## src/rtl/controller_poller.sv

```systemverilog
// controller_poller -- host-side reader for the two serial game controllers.
// On a start tick it strobes controller_latch for LATCH_TICKS ticks, then
// drives controller_clk_enable for 8 ticks while shifting in both active-low
// serial streams MSB-first. Button outputs change only when a whole byte is in,
// so a CPU read mid-poll never sees a partial byte.
//
// Ports:
//   clk_1, rst_B              CPU clock, async active-low reset
//   clk_enable                tick qualifier; state only advances on ticks
//   start                     poll request (honoured only in IDLE)
//   controller_latch          latch strobe to both controllers (registered)
//   controller_clk_enable     shift strobe (SHIFT state AND clk_enable)
//   controller_{1,2}_data_in_B serial data, active-low
//   controller_{1,2}_buttons_out last complete byte, active-high
//   busy                      poll in progress
//   valid                     one-cycle pulse when the button outputs update

// Per-controller shift register and held output byte.
module controller_poller_lane #(
  parameter int VEC_W = 8
) (
  input  logic             clk,
  input  logic             rst_n,
  input  logic             shift_en,
  input  logic             load_en,
  input  logic             data_b,
  output logic [VEC_W-1:0] buttons
);
  logic [VEC_W-1:0] sr;
  logic [VEC_W-1:0] sr_nxt;

  // MSB-first: earlier bits walk up toward bit VEC_W-1.
  assign sr_nxt = {sr[VEC_W-2:0], ~data_b};

  always_ff @(posedge clk or negedge rst_n) begin
    if (!rst_n) begin
      sr      <= '0;
      buttons <= '0;
    end else if (shift_en) begin
      sr <= sr_nxt;
      // Final bit goes straight into the output so the byte lands with valid.
      if (load_en) buttons <= sr_nxt;
    end
  end
endmodule

module controller_poller #(
  parameter int LATCH_TICKS = 1
) (
  input  logic       clk_1,
  input  logic       rst_B,
  input  logic       clk_enable,
  input  logic       start,
  output logic       controller_latch,
  output logic       controller_clk_enable,
  input  logic       controller_1_data_in_B,
  input  logic       controller_2_data_in_B,
  output logic [7:0] controller_1_buttons_out,
  output logic [7:0] controller_2_buttons_out,
  output logic       busy,
  output logic       valid
);
  localparam int NUM_LANES = 2;
  localparam int VEC_W     = 8;

  typedef enum logic [1:0] {IDLE, LATCH, SHIFT} state_t;

  state_t     state, state_nxt;
  logic [3:0] latch_cnt;
  logic [2:0] bit_cnt;
  logic       shift_tick;
  logic       last_tick;

  logic [NUM_LANES-1:0]            data_b;
  logic [NUM_LANES-1:0][VEC_W-1:0] buttons;

  assign shift_tick = (state == SHIFT) && clk_enable;
  assign last_tick  = shift_tick && (bit_cnt == 3'd7);

  // Controllers shift on the same edge we sample, so each edge captures the
  // bit that was presented before it.
  assign controller_clk_enable = shift_tick;

  always_ff @(posedge clk_1 or negedge rst_B) begin
    if (!rst_B) state <= IDLE;
    else        state <= state_nxt;
  end

  always_comb begin
    state_nxt = state;
    case (state)
      IDLE:    if (clk_enable && start)               state_nxt = LATCH;
      LATCH:   if (clk_enable && (latch_cnt == 4'd0)) state_nxt = SHIFT;
      SHIFT:   if (last_tick)                         state_nxt = IDLE;
      default:                                        state_nxt = IDLE;
    endcase
  end

  always_ff @(posedge clk_1 or negedge rst_B) begin
    if (!rst_B) begin
      latch_cnt        <= 4'd0;
      bit_cnt          <= 3'd0;
      controller_latch <= 1'b0;
      busy             <= 1'b0;
      valid            <= 1'b0;
    end else begin
      // Registered decodes of the next state; they track state exactly.
      controller_latch <= (state_nxt == LATCH);
      busy             <= (state_nxt != IDLE);
      valid            <= last_tick;
      if (clk_enable) begin
        case (state)
          IDLE: if (start) begin
            latch_cnt <= 4'(LATCH_TICKS - 1);
            bit_cnt   <= 3'd0;
          end
          LATCH: if (latch_cnt != 4'd0) latch_cnt <= latch_cnt - 4'd1;
          SHIFT: bit_cnt <= bit_cnt + 3'd1;  // wraps 7 -> 0 on exit
          default: ;
        endcase
      end
    end
  end

  assign data_b = {controller_2_data_in_B, controller_1_data_in_B};

  for (genvar i = 0; i < NUM_LANES; i++) begin : g_lane
    controller_poller_lane #(.VEC_W(VEC_W)) u_lane (
      .clk      (clk_1),
      .rst_n    (rst_B),
      .shift_en (shift_tick),
      .load_en  (last_tick),
      .data_b   (data_b[i]),
      .buttons  (buttons[i])
    );
  end

  assign controller_1_buttons_out = buttons[0];
  assign controller_2_buttons_out = buttons[1];
endmodule

```

## config.mk

```make
export PLATFORM = sky130hd
export DESIGN_NAME = controller_poller
export DESIGN_NICKNAME = d
export VERILOG_FILES = /design/src/rtl/controller_poller.sv
export SDC_FILE = /design/constraint.sdc
export NUM_CORES = 1
export LEC_CHECK = 0
export ABC_CLOCK_PERIOD_IN_PS = 1590
export CAP_MARGIN = 20
export CORE_AREA = 2 2 58 87
export DETAILED_ROUTE_END_ITERATION = 6
export DIE_AREA = 0 0 60 89
export HOLD_SLACK_MARGIN = 0.12
export SLEW_MARGIN = 30
export SYNTH_ARGS = -nofsm -noshare
export SYNTH_HDL_FRONTEND = slang
export SYNTH_SLANG_ARGS = --single-unit
export TNS_END_PERCENT = 30
```

## constraint.sdc

```tcl
create_clock -name clk_1 -period 1.59 [get_ports clk_1]
set_clock_uncertainty 0.05 [all_clocks]
set_input_delay 0.477 -clock clk_1 [delete_from_list [all_inputs] [get_ports clk_1]]
set_output_delay 0.477 -clock clk_1 [all_outputs]
set_load 0.01 [all_outputs]
```

==> out/results.tsv <==
stage	metric	value	unit
run_status	outcome	finished, final reports clean	
clock_network	number of CTS-inserted buffers	5	
setup_path	CP Capture Type	output pin	
timing	Tmin final	1.54	ns
synthesis	Synth Register Bits	42	
place	IO Port Bufs	25	
grt	antenna violations before repair	0	
setup_path	Worst Path Class, Setup	in2out	
finish	Final #Nets	167	
power	Lkg Pwr	0.00122	µW
finish	most common cell after layout, fill and taps aside	dfrtp_1	
setup_path	reg2reg start	bit_cnt[0]	
finish	n_diodes	0	
route	wire per inst	13.7	µm
timing	setup TNS after final layout	0	ns
synthesis	Seq/Total Area, Yosys	59.5	%
clock_network	CTS sink count	42	
clock_network	CTS tree	yes	
route	DRC	0	
hold_path	Hold WC Path Type	reg2reg	
die	Core ar.	4540	µm²
die	Die W	60	µm
grt	largest net degree at the start of global routing	43	
synthesis	EDFF count, synth	0	
route	Vias	1064	
finish	share of layout cells above drive strength 1	34.8	%
synthesis	Net Count, Synth	131	
timing	Worst Slack Setup Final	0.0523	ns
timing	final count of hold timing violations	0	
synthesis	Post-Syn Area	1770	µm²
clock_network	H-Tree Depth	2	
route	Routed WL	3040	µm
synthesis	async set-reset flop share out of synthesis	100	%
setup_path	Crit Path Max Fanout	2	
synthesis	Synth Area per Inst	14.6	µm²
finish	P&R area growth vs syn	28.3	%
timing	Worst slew margin	78.9	%
setup_path	reg-to-reg slack, setup	0.06	ns
clock_network	clk root buf	clkbuf_8	
die	Initial Utilization	38.9	%
place	Placer Congestion	0.681	
hold_path	HP Start	g_lane[0].u_lane.buttons[0]	
power	Pwr Density	1320	nW/µm²
route	DR vias/cell	4.79	
finish	fillers	415	
timing	FMAX	650	MHz
timing	pins over their slew limit	0	
setup_path	worst r2r dst	g_lane[1].u_lane.buttons[2]	
grt	vias in the first global route	1110	
finish	area of the multi-input gates	669	µm²
die	# rows	30	
clock_network	clk_lat worst skew	0.29	ns
synthesis	YS warnings	0	
power	maximum vdd drop	0.551	mV
timing	Slew @ Worst Pin	0.313	ns
clock_network	post-CTS setup buffer count	0	
grt	grt ovf	0	
timing	Final Cycle Share	96.7	%
setup_path	Startpoint Class	primary input	
grt	first-pass GRT wire length	5230	µm
hold_path	worst hold endpoint	g_lane[0].u_lane.buttons[0]	
finish	FF+latch area	1050	µm²
synthesis	Synth cell types	28	
setup_path	Worst EP required	1.06	ns
place	dpl hpwl	2030	µm
finish	most frequent cells in the layout	42 x dfrtp_1, 22 x mux2_2, 20 x dlygate4sd2_1	
timing	Setup Viol. Count Final	0	
die	Die Ht	89	µm
route	remaining antenna violation count	0	
synthesis	Synth Flop Type	dfrtp_1	
place	Place WS	-0.657	ns
die	die area	5340	µm²
route	Pre-Repair DR Iteration Count	4	
synthesis	Post-Synthesis Cells	121	
setup_path	Critical Path AT	1.01	ns
flow_run	Max-cap violations	0	
clock_network	clock slew at reported path FFs	0.08	ns
route	initial DRC count	30	
grt	GRT Resource Usage Total	12.8	%
die	io pins	26	
clock_network	CTS Buffer Depth	2	
hold_path	Hold Crit Depth	2	
setup_path	reg2reg path depth	5	
## Yosys cell counts, types with 2 or more instances
master,number,share of area (%)
dfrtp_1,42,60
buf_2,2,0.57
a21oi_1,2,0.57
ha_1,4,2.8
buf_6,2,1.3
mux2_4,5,4.3
a22o_1,2,0.99
inv_1,4,0.85
o31ai_1,2,0.85
nand2b_1,3,1.1
a311oi_1,2,0.99
nor2b_1,2,0.71
nand2_1,5,1.1
mux2_2,22,14
o21ai_0,9,2.6
## timing repair
| item | in CTS | in global routing |
|---|---|---|
| setup endpoints to repair | 37 | 17 |
| resized for setup | 24 | 8 |
| hold buffers | 1 | 0 |
| gates cloned | 0 | 1 |
| endpoints found under the hold margin | 42 | 0 |
## flip-flops by register name (all words and copies together) (netlist names)
| signal | cells |
|---|---|
| busy | 1 |
| bit_cnt | 3 |
| g_lane.u_lane.sr | 14 |
| controller_latch | 1 |
| g_lane.u_lane.buttons | 16 |
| latch_cnt | 4 |
| valid | 1 |
| state | 2 |
## critical path, cell delays in order
cell	delay (ns)
dlygate4sd2_1	0.26
nand3b_4	0.09
inv_2	0.06
buf_2	0.12
## worst max path at each step
| stage | start | to | depth (start not counted) |
|---|---|---|---|
| 2_1_floorplan | bit_cnt[0] | g_lane[0].u_lane.buttons[1] | 6 |
| 4_1_cts | bit_cnt[0] | g_lane[1].u_lane.buttons[4] | 5 |
| 6_report | clk_enable | controller_clk_enable | 4 |
| 3_3_place_gp | clk_enable | controller_clk_enable | 4 |
| 5_1_grt | state[0] | controller_clk_enable | 3 |
| 3_5_place_dp | clk_enable | controller_clk_enable | 4 |
## report_power, final
group	switching [µW]	leakage, µW	internal, µW
combinational	345	0.000597	390
sequential	146	0.000568	1270
clock	370	0.0000504	467
## metal layers
metal | vias up | wire (µm) | share of wire (%) | global-route usage, %
li1 | 504 | - | - | -
met1 | 528 | 1280 | 42 | 15.6
met2 | 30 | 1590 | 52 | 21.0
met3 | 2 | 157 | 5.2 | 4.34
met4 | 0 | 10 | 0.33 | 4.24
met5 | - | 0 | 0 | 0
## cell type report
cell class	instances	share of cell area [%]
inverters	4	0.663
well taps	64	3.54
clock inverters	3	1.99
flip-flops and latches	42	46.4
repair buffers	35	14.8
multi-input cells	69	29.6
clock buffers	5	3.04
## per-stage QoR
| step | hold WS [ns] | instance area [µm²] | power, µW | utilization, % | instances |
|---|---|---|---|---|---|
| floorplan | 0.131 | 1770 | 1880 | - | 121 |
| global placement | 0.412 | 2120 | 2100 | 46.6 | 212 |
| detailed placement | 0.418 | 2120 | 2140 | 46.6 | 212 |
| CTS | 0.443 | 2210 | 2980 | 48.7 | 221 |
| global route | 0.475 | 2260 | 3190 | 49.9 | 222 |
| finish | 0.434 | 2260 | 2990 | 49.9 | 222 |
## kinds of logic (layout without fill, tap and decap cells)
logic type               count (synthesis)  after routing  synth area share [%]
buffers and inverters                   10             47                  4.25
AO/OA/AOI/OAI                           20             20                  7.23
multiplexers                            28             28                  18.9
flip-flops                              42             42                  59.5
AND/OR/NAND/NOR                         17             17                  7.30
adder cells (fa/ha/maj)                  4              4                  2.83
Power figures use the tool's default switching activity.
